===== config.mk =====
export PLATFORM = sky130hd
export DESIGN_NAME = dmem_arbiter_flat
export DESIGN_NICKNAME = d
export VERILOG_FILES = /design/src/rtl/dmem_arbiter_if.sv /design/src/rtl/dmem_arbiter.sv /design/src/flat_wrapper.sv
export SDC_FILE = /design/constraint.sdc
export NUM_CORES = 1
export LEC_CHECK = 0
export ABC_AREA = 1
export CAP_MARGIN = 15
export CORE_MARGIN = 5
export CORE_UTILIZATION = 27
export DETAILED_ROUTE_END_ITERATION = 6
export PLACE_DENSITY = 0.78
export SLEW_MARGIN = 20
export SYNTH_ARGS = -nofsm -noshare
export SYNTH_HDL_FRONTEND = slang
export SYNTH_SLANG_ARGS = --single-unit

===== constraint.sdc =====
create_clock -name CLK -period 2.6 [get_ports CLK]
set_input_delay 0.52 -clock CLK [delete_from_list [all_inputs] [get_ports CLK]]
set_output_delay 0.52 -clock CLK [all_outputs]
set_load 0.005 [all_outputs]

===== src/rtl/dmem_arbiter_if.sv =====
// Data-memory arbitration bus: core port, external (loader/debug) port and memory port.
// slave is the arbiter's view; master is the surrounding system's view.
interface dmem_arbiter_if #(
  parameter int AW = 10,
  parameter int DW = 32
);
  logic          c_req;
  logic          c_we;
  logic [AW-1:0] c_addr;
  logic [DW-1:0] c_wdata;
  logic [DW-1:0] c_rdata;
  logic          c_stall;

  logic          e_req;
  logic          e_we;
  logic [AW-1:0] e_addr;
  logic [DW-1:0] e_wdata;
  logic          e_lock;
  logic          e_gnt;
  logic [DW-1:0] e_rdata;
  logic          e_rvalid;

  logic [AW-1:0] m_addr;
  logic          m_wren;
  logic [DW-1:0] m_wdata;
  logic [DW-1:0] m_rdata;

  modport slave (
    input  c_req, c_we, c_addr, c_wdata, e_req, e_we, e_addr, e_wdata, e_lock, m_rdata,
    output c_rdata, c_stall, e_gnt, e_rdata, e_rvalid, m_addr, m_wren, m_wdata
  );

  modport master (
    output c_req, c_we, c_addr, c_wdata, e_req, e_we, e_addr, e_wdata, e_lock, m_rdata,
    input  c_rdata, c_stall, e_gnt, e_rdata, e_rvalid, m_addr, m_wren, m_wdata
  );
endinterface


===== src/rtl/dmem_arbiter.sv =====
// Single-port data-memory arbiter: core has fixed priority, external master may lock bursts.
// Optional anti-starvation forced external grant is enabled by defining DMEM_ARB_STARVE_EN.
module dmem_arbiter #(
  parameter int AW           = 10,
  parameter int DW           = 32,
  parameter int STARVE_LIMIT = 8,
  parameter int LOCK_MAX     = 16
) (
  input  logic          CLK,
  input  logic          RESET,
  dmem_arbiter_if.slave bus
);

  typedef enum logic [0:0] {
    ARB  = 1'b0,
    LOCK = 1'b1
  } state_t;

  localparam int            BW        = $clog2(LOCK_MAX + 1);
  localparam logic [BW-1:0] LOCK_LAST = BW'(LOCK_MAX);

  state_t        state_r;
  state_t        state_nxt_s;
  logic [BW-1:0] beat_r;
  logic [BW-1:0] beat_nxt_s;
  logic          core_gnt_s;
  logic          ext_gnt_s;
  logic          force_ext_s;

  logic [AW-1:0] m_addr_s;
  logic [DW-1:0] m_wdata_s;
  logic          m_wren_s;
  logic          c_stall_s;
  logic          e_gnt_s;
  logic [DW-1:0] e_rdata_r;
  logic          e_rvalid_r;

`ifdef DMEM_ARB_STARVE_EN
  localparam int            SW         = $clog2(STARVE_LIMIT + 1);
  localparam logic [SW-1:0] STARVE_TOP = SW'(STARVE_LIMIT);

  logic [SW-1:0] starve_r;
  logic [SW-1:0] starve_nxt_s;

  assign force_ext_s = (state_r == ARB) && (starve_r == STARVE_TOP);

  // Starvation counter next value: counts core wins over a waiting external master
  always_comb begin
    starve_nxt_s = starve_r;
    if (ext_gnt_s || !bus.e_req) begin
      starve_nxt_s = {SW{1'b0}};
    end else if ((state_r == ARB) && core_gnt_s && (starve_r != STARVE_TOP)) begin
      starve_nxt_s = starve_r + SW'(1);
    end else begin
      starve_nxt_s = starve_r;
    end
  end

  // Starvation counter register
  always_ff @(posedge CLK or posedge RESET) begin
    if (RESET) begin
      starve_r <= {SW{1'b0}};
    end else begin
      starve_r <= starve_nxt_s;
    end
  end
`else
  assign force_ext_s = 1'b0;
`endif

  // Ownership decision and next-state logic
  always_comb begin
    state_nxt_s = state_r;
    beat_nxt_s  = beat_r;
    core_gnt_s  = 1'b0;
    ext_gnt_s   = 1'b0;
    if (RESET) begin
      state_nxt_s = ARB;
      beat_nxt_s  = {BW{1'b0}};
    end else begin
      case (state_r)
        ARB: begin
          state_nxt_s = ARB;
          beat_nxt_s  = {BW{1'b0}};
          if (force_ext_s && bus.e_req) begin
            // forced beat is a single grant; it never opens a locked burst
            ext_gnt_s = 1'b1;
          end else if (bus.c_req) begin
            core_gnt_s = 1'b1;
          end else if (bus.e_req) begin
            ext_gnt_s = 1'b1;
            if (bus.e_lock && (LOCK_LAST > BW'(1))) begin
              state_nxt_s = LOCK;
              beat_nxt_s  = BW'(1);
            end else begin
              state_nxt_s = ARB;
            end
          end else begin
            core_gnt_s = 1'b0;
          end
        end
        LOCK: begin
          if (bus.e_req && bus.e_lock) begin
            ext_gnt_s  = 1'b1;
            beat_nxt_s = beat_r + BW'(1);
            if ((beat_r + BW'(1)) >= LOCK_LAST) begin
              state_nxt_s = ARB;
              beat_nxt_s  = {BW{1'b0}};
            end else begin
              state_nxt_s = LOCK;
            end
          end else begin
            // lock released: this cycle falls back to plain core-priority arbitration
            core_gnt_s  = bus.c_req;
            ext_gnt_s   = !bus.c_req && bus.e_req;
            state_nxt_s = ARB;
            beat_nxt_s  = {BW{1'b0}};
          end
        end
        default: begin
          state_nxt_s = ARB;
          beat_nxt_s  = {BW{1'b0}};
        end
      endcase
    end
  end

  // FSM state and beat counter registers
  always_ff @(posedge CLK or posedge RESET) begin
    if (RESET) begin
      state_r <= ARB;
      beat_r  <= {BW{1'b0}};
    end else begin
      state_r <= state_nxt_s;
      beat_r  <= beat_nxt_s;
    end
  end

  // Memory port steering; an ungranted core write never reaches m_wren
  always_comb begin
    m_addr_s  = bus.c_addr;
    m_wdata_s = bus.c_wdata;
    m_wren_s  = 1'b0;
    c_stall_s = 1'b0;
    e_gnt_s   = 1'b0;
    if (ext_gnt_s) begin
      m_addr_s  = bus.e_addr;
      m_wdata_s = bus.e_wdata;
      m_wren_s  = bus.e_we;
      c_stall_s = bus.c_req;
      e_gnt_s   = 1'b1;
    end else if (core_gnt_s) begin
      m_wren_s  = bus.c_we;
    end else begin
      m_wren_s  = 1'b0;
    end
  end

  // External read data capture, valid the cycle after the granted read
  always_ff @(posedge CLK or posedge RESET) begin
    if (RESET) begin
      e_rdata_r  <= {DW{1'b0}};
      e_rvalid_r <= 1'b0;
    end else if (ext_gnt_s && !bus.e_we) begin
      e_rdata_r  <= bus.m_rdata;
      e_rvalid_r <= 1'b1;
    end else begin
      e_rvalid_r <= 1'b0;
    end
  end

  assign bus.m_addr   = m_addr_s;
  assign bus.m_wdata  = m_wdata_s;
  assign bus.m_wren   = m_wren_s;
  assign bus.c_stall  = c_stall_s;
  assign bus.c_rdata  = bus.m_rdata;
  assign bus.e_gnt    = e_gnt_s;
  assign bus.e_rdata  = e_rdata_r;
  assign bus.e_rvalid = e_rvalid_r;

endmodule

===== src/flat_wrapper.sv =====
// flat-port wrapper written by rule: the top's interface ports become plain ports
module dmem_arbiter_flat 
#(
  parameter int AW           = 10,
  parameter int DW           = 32,
  parameter int STARVE_LIMIT = 8,
  parameter int LOCK_MAX     = 16
)
  (CLK, RESET, bus_c_req, bus_c_we, bus_c_addr, bus_c_wdata, bus_e_req, bus_e_we, bus_e_addr, bus_e_wdata, bus_e_lock, bus_m_rdata, bus_c_rdata, bus_c_stall, bus_e_gnt, bus_e_rdata, bus_e_rvalid, bus_m_addr, bus_m_wren, bus_m_wdata);
  dmem_arbiter_if #(.AW(AW), .DW(DW)) bus_i ();
  input  logic CLK;
  input  logic RESET;
  input wire logic [$bits(bus_i.c_req)-1:0] bus_c_req;
  input wire logic [$bits(bus_i.c_we)-1:0] bus_c_we;
  input wire logic [$bits(bus_i.c_addr)-1:0] bus_c_addr;
  input wire logic [$bits(bus_i.c_wdata)-1:0] bus_c_wdata;
  input wire logic [$bits(bus_i.e_req)-1:0] bus_e_req;
  input wire logic [$bits(bus_i.e_we)-1:0] bus_e_we;
  input wire logic [$bits(bus_i.e_addr)-1:0] bus_e_addr;
  input wire logic [$bits(bus_i.e_wdata)-1:0] bus_e_wdata;
  input wire logic [$bits(bus_i.e_lock)-1:0] bus_e_lock;
  input wire logic [$bits(bus_i.m_rdata)-1:0] bus_m_rdata;
  output wire logic [$bits(bus_i.c_rdata)-1:0] bus_c_rdata;
  output wire logic [$bits(bus_i.c_stall)-1:0] bus_c_stall;
  output wire logic [$bits(bus_i.e_gnt)-1:0] bus_e_gnt;
  output wire logic [$bits(bus_i.e_rdata)-1:0] bus_e_rdata;
  output wire logic [$bits(bus_i.e_rvalid)-1:0] bus_e_rvalid;
  output wire logic [$bits(bus_i.m_addr)-1:0] bus_m_addr;
  output wire logic [$bits(bus_i.m_wren)-1:0] bus_m_wren;
  output wire logic [$bits(bus_i.m_wdata)-1:0] bus_m_wdata;
  assign bus_i.c_req = bus_c_req;
  assign bus_i.c_we = bus_c_we;
  assign bus_i.c_addr = bus_c_addr;
  assign bus_i.c_wdata = bus_c_wdata;
  assign bus_i.e_req = bus_e_req;
  assign bus_i.e_we = bus_e_we;
  assign bus_i.e_addr = bus_e_addr;
  assign bus_i.e_wdata = bus_e_wdata;
  assign bus_i.e_lock = bus_e_lock;
  assign bus_i.m_rdata = bus_m_rdata;
  assign bus_c_rdata = bus_i.c_rdata;
  assign bus_c_stall = bus_i.c_stall;
  assign bus_e_gnt = bus_i.e_gnt;
  assign bus_e_rdata = bus_i.e_rdata;
  assign bus_e_rvalid = bus_i.e_rvalid;
  assign bus_m_addr = bus_i.m_addr;
  assign bus_m_wren = bus_i.m_wren;
  assign bus_m_wdata = bus_i.m_wdata;
  dmem_arbiter #(.AW(AW), .DW(DW), .STARVE_LIMIT(STARVE_LIMIT), .LOCK_MAX(LOCK_MAX)) u_core (.CLK(CLK), .RESET(RESET), .bus(bus_i));
endmodule

======== After elaboration in Yosys (flattened, before gate mapping) ========
Cells that the tools add are included.
cells by class
  $add $sub $neg .......................... 1
  order comparisons ....................... 1
  multiplexer cells ....................... 30
  bitwise logic cells ..................... 1
  reductions and logical operators ........ 5
operator list
  operator             count
  $mux 32              1
  $mux 5               5
  $mux 1               19
  $mux 10              1
  $pmux 5 s2           1
  $pmux 1 s2           3
  $add 5x1->5 const B  1
  $ge 5x5->1 const B   1
  $logic_and 1x1->1    3
  $logic_not 1->1      2
  $not 1->1            1
word-level totals
  register bits ........................... 39
  logic and storage cells ................. 42
  input bits .............................. 123

======== Logic depth before layout (Yosys ltp) ========
  word-level depth ........................ 7
  depth in mapped cells ................... 9

======== Least setup slack after synthesis ========
Ideal clock, no wire load.
  kind .................................... input-to-output
  start point ............................. in RESET
  end point ............................... out bus_m_wdata[20]
  slack ................................... 0.049 ns
  stages .................................. 6
  arrival ................................. 2.031 ns
  data required time ...................... 2.080 ns
  path through ............................ inv_1 -> nand2_4 -> inv_4 -> buf_6 -> nand2_1 -> nand2_1
on the way
  cells in the longest elaborated chain, start to end .. 2
ends and longest elaborated chain
  what                RTL line             source
  start: declaration  flat_wrapper.sv:12   input logic RESET;
  $mux 1              dmem_arbiter.sv:77   if (RESET) begin
  $mux 32             dmem_arbiter.sv:146  if (ext_gnt_s) begin
  end: declaration    flat_wrapper.sv:30   output wire logic [$bits(bus_i.m_wdata)-1:0] bus_m_wdata;
Every way passes these cells.

======== Worst setup path after layout ========
  start point ............................. in RESET
  end point ............................... out bus_m_addr[9]
on the way
  cells in the longest elaborated chain, start to end .. 2
ends and longest elaborated chain
  what              RTL line             source
  $mux 1            dmem_arbiter.sv:77
  $mux 10           dmem_arbiter.sv:146
  end: declaration  flat_wrapper.sv:28   output wire logic [$bits(bus_i.m_addr)-1:0] bus_m_addr;
Every way passes these cells.

==> flow_summary.yaml <==
run_status:
  outcome: "finished clean"
worst_setup_path:
  cp_slowest_cell: "clkdlybuf4s50_1"
  crit_family: "buffers and inverters"
  reg2reg_depth: 8
  cp-start-kind: "input pin"
  path_depth: 10
  worstSetupPathType: "in2out"
  path_buf_inv: 7
  cp_cell_sequence: "clkdlybuf4s50_1, inv_2, nand2_8, inv_8, buf_4, buf_12, buf_4, nand2_1, nand2_1, dlygate4sd2_1"
  crit_path_end_kind: "output port"
  crit_required_ns: 2.08
  arrival_ns: 2.00
  cp_slowest_stage_delay_ns: 0.50
  worstPathMaxFanout: 7
floorplanning:
  num_io_pins: 233
  die_w_um: 104
  start_util: 0.274
  die_area_um2: 10800
  rows: 34
  coreArea_um2: 8680
  die_y_um: 104
logic_synthesis:
  syn_area_um2: 2380
  yosys.area_share.simple: 0.406
  yosysSeqAreaShare: 0.410
  yosysTopAreaCellShare: 0.410
  yosysTopAreaCell: "dfrtp_1"
  synth_compound_area_frac: 0.00525
  synth_area_leaders: "dfrtp_1 (41%), nand2_1 (36%), buf_4 (10%)"
  ys_warn_count: 0
  synth_cell_types: 20
  synth_xor_area_frac: 0.00736
  yosys.area_share.adder: 0.00525
  synthMuxAreaShare: 0
  syn-num-nets: 470
  avgSynthCellArea_um2: 6.88
  synth_top_family_by_area: "simple AND/OR/NAND/NOR gates"
  postSynthCellCount: 346
  yosys_register_bits: 39
sta:
  drv_slew: 0
  finalHoldViolCount: 0
  final.min_clock_period_ns: 2.52
  finClkSkew_ns: 0.00626
  fmax_mhz: 397
  fin_crit_sh: 0.968
  setup_slack_ns: 0.0838
  rsz0062_at_grt: "no"
  finalSetupViolations: 0
clock_tree:
  clkTransAtPathRegs_ns: 0.08
  cts_buffer_depth: 2
  cts_tree: "done"
  htree_levels: 2
  root_buffer: "clkbuf_8"
  insertion_delay_ns: 0.28
  cts_sinks: 39
  cts_buffers: 5
layout:
  syn2layout_area_growth_pct: 105
  nets: 692
  final_layout_size_suffix_gt1_frac: 0.0949
  diodes: 0
  utilization: 0.561
placement:
  dp_slack_ns: -0.201
  port_buffers: 232
  hpwl_um: 8510
  gp_congestion: 0.915
global_route:
  grt_overflow: 0
  grt_antenna_before_repair: 0
  grt_usage: 0.192
  grt_first_pass_wirelength_um: 16900
  grt_pass1_vias: 3201
  grt_max_degree: 38
routing:
  wl_per_cell_um: 16.1
  drcViolationCount: 0
  wirelength_um: 10900
  dr_total_vias: 3012
  via_per_inst: 4.45
  drt_iter0_drc: 158
  dr.pass1.iters: 4
  antenna_left: 0
hold_path:
  worstHoldPathType: "reg2reg"
  whs_path_depth: 2
job:
  max-cap-violations: 0
power_and_ir_drop:
  ir_drop_mv: 0.347
  powerDensity_nw_per_um2: 432
  p_leak_nw: 2.50
-- worst register-to-register path: stages (launching register included) --
cell,delay [ns]
dfrtp_1,0.44
nand2_2,0.13
nand2_4,0.08
buf_4,0.13
buf_4,0.13
nand3_4,0.06
buf_4,0.33
nand2_1,0.13
nand2_1,0.08
-- synthesized netlist by cell type --
cell and n:
nand2_4 2, inv_1 6, nand4_1 2, nand3_4 1, inv_4 2, dfrtp_1 39, ha_1 1, xnor2_1 1
xor2_1 1, nand2_2 1, nand3_1 5, nand2_1 229, o31ai_1 1, buf_2 7, a21oi_1 1, buf_4 32
inv_2 1, nor2_1 6, buf_6 7, conb_1 1
-- layer usage --
layer  GRT usage  vias to the layer above  wire, um
li1            -                     1445         -
met1       0.227                     1364      4230
met2       0.330                      189      5310
met3      0.0677                       14      1150
met4      0.0490                        0       191
met5           0                        -         0
-- repair_timing --
item / 4_1_cts / 5_1_grt
gates resized for setup: 52 / 23
hold buffers: 0 / 0
endpoints found under the setup margin: 45 / 32
pin swaps: 0 / 3
endpoints found under the hold margin: 0 / 0
cloned: 1 / 1
buffers inserted: 8 / 4
-- area by class of cell --
class                      count  area, um^2
fill                         832        3810
timing repair buffer         261        2570
multi-input combinational    252        1030
sequential                    39         976
tap                          108         135
clock buffer                   6        82.6
inverter                       9        43.8
clock inverter                 2        35.0
-- registers in the layout, indices dropped and copies added, names as in the netlist --
register,cells
u_core.state_r,1
u_core.beat_r,5
u_core.bus.e_rdata,32
u_core.bus.e_rvalid,1
-- cells by family after synthesis --
family,after synthesis
AO/OA/AOI/OAI,2
flip-flops,39
buffers and inverters,55
other,1
AND/OR/NAND/NOR,246
XOR/XNOR,2
adder cells (fa/ha/maj),1
-- power breakdown --
part	leakage (nW)	switching [mW]	internal [mW]
clock	0.0612	0.202	0.310
combinational	1.94	0.293	0.530
sequential	0.496	0.0586	0.710
-- metrics by stage --
step	instance area, um^2	total power, mW	TNS, ns	instances	hold WS (ns)
CTS	4810	2.14	-0.647	672	0.486
global placement	4630	1.60	-5.89	655	0.461
detailed placement	4630	1.62	-6.83	655	0.465
floorplan	2380	1.01	0	346	0.472
finish	4870	2.10	0	677	0.481
global route	4870	2.24	0	677	0.510
-- worst paths after layout --
check	from	end	slack (ns)
worst max-delay path	RESET	bus_m_addr[9]	0.08
worst min-delay path	u_core.bus.e_rdata[26]	u_core.bus.e_rdata[26]	0.48
worst max register to register	u_core.state_r	u_core.bus.e_rdata[15]	1.04
worst min register to register	u_core.bus.e_rdata[26]	u_core.bus.e_rdata[26]	0.48
max in group asynchronous	RESET	u_core.bus.e_rdata[20]	1.53
min in group asynchronous	RESET	u_core.bus.e_rdata[26]	0.84
-- layout by cell type, fill, tap and decap left out, types with 4 or more instances in the layout --
cell type / synthesis / routed
buf_4: 32 / 24
clkbuf_2: 0 / 5
clkbuf_8: 0 / 6
nand3_1: 5 / 5
dlymetal6s2s_1: 0 / 7
dfrtp_1: 39 / 39
clkdlybuf4s50_1: 0 / 185
dlygate4sd2_1: 0 / 28
inv_1: 6 / 4
clkdlybuf4s15_1: 0 / 6
nand2_1: 229 / 227
nor2_1: 6 / 6
Power figures use the tool's default switching activity.
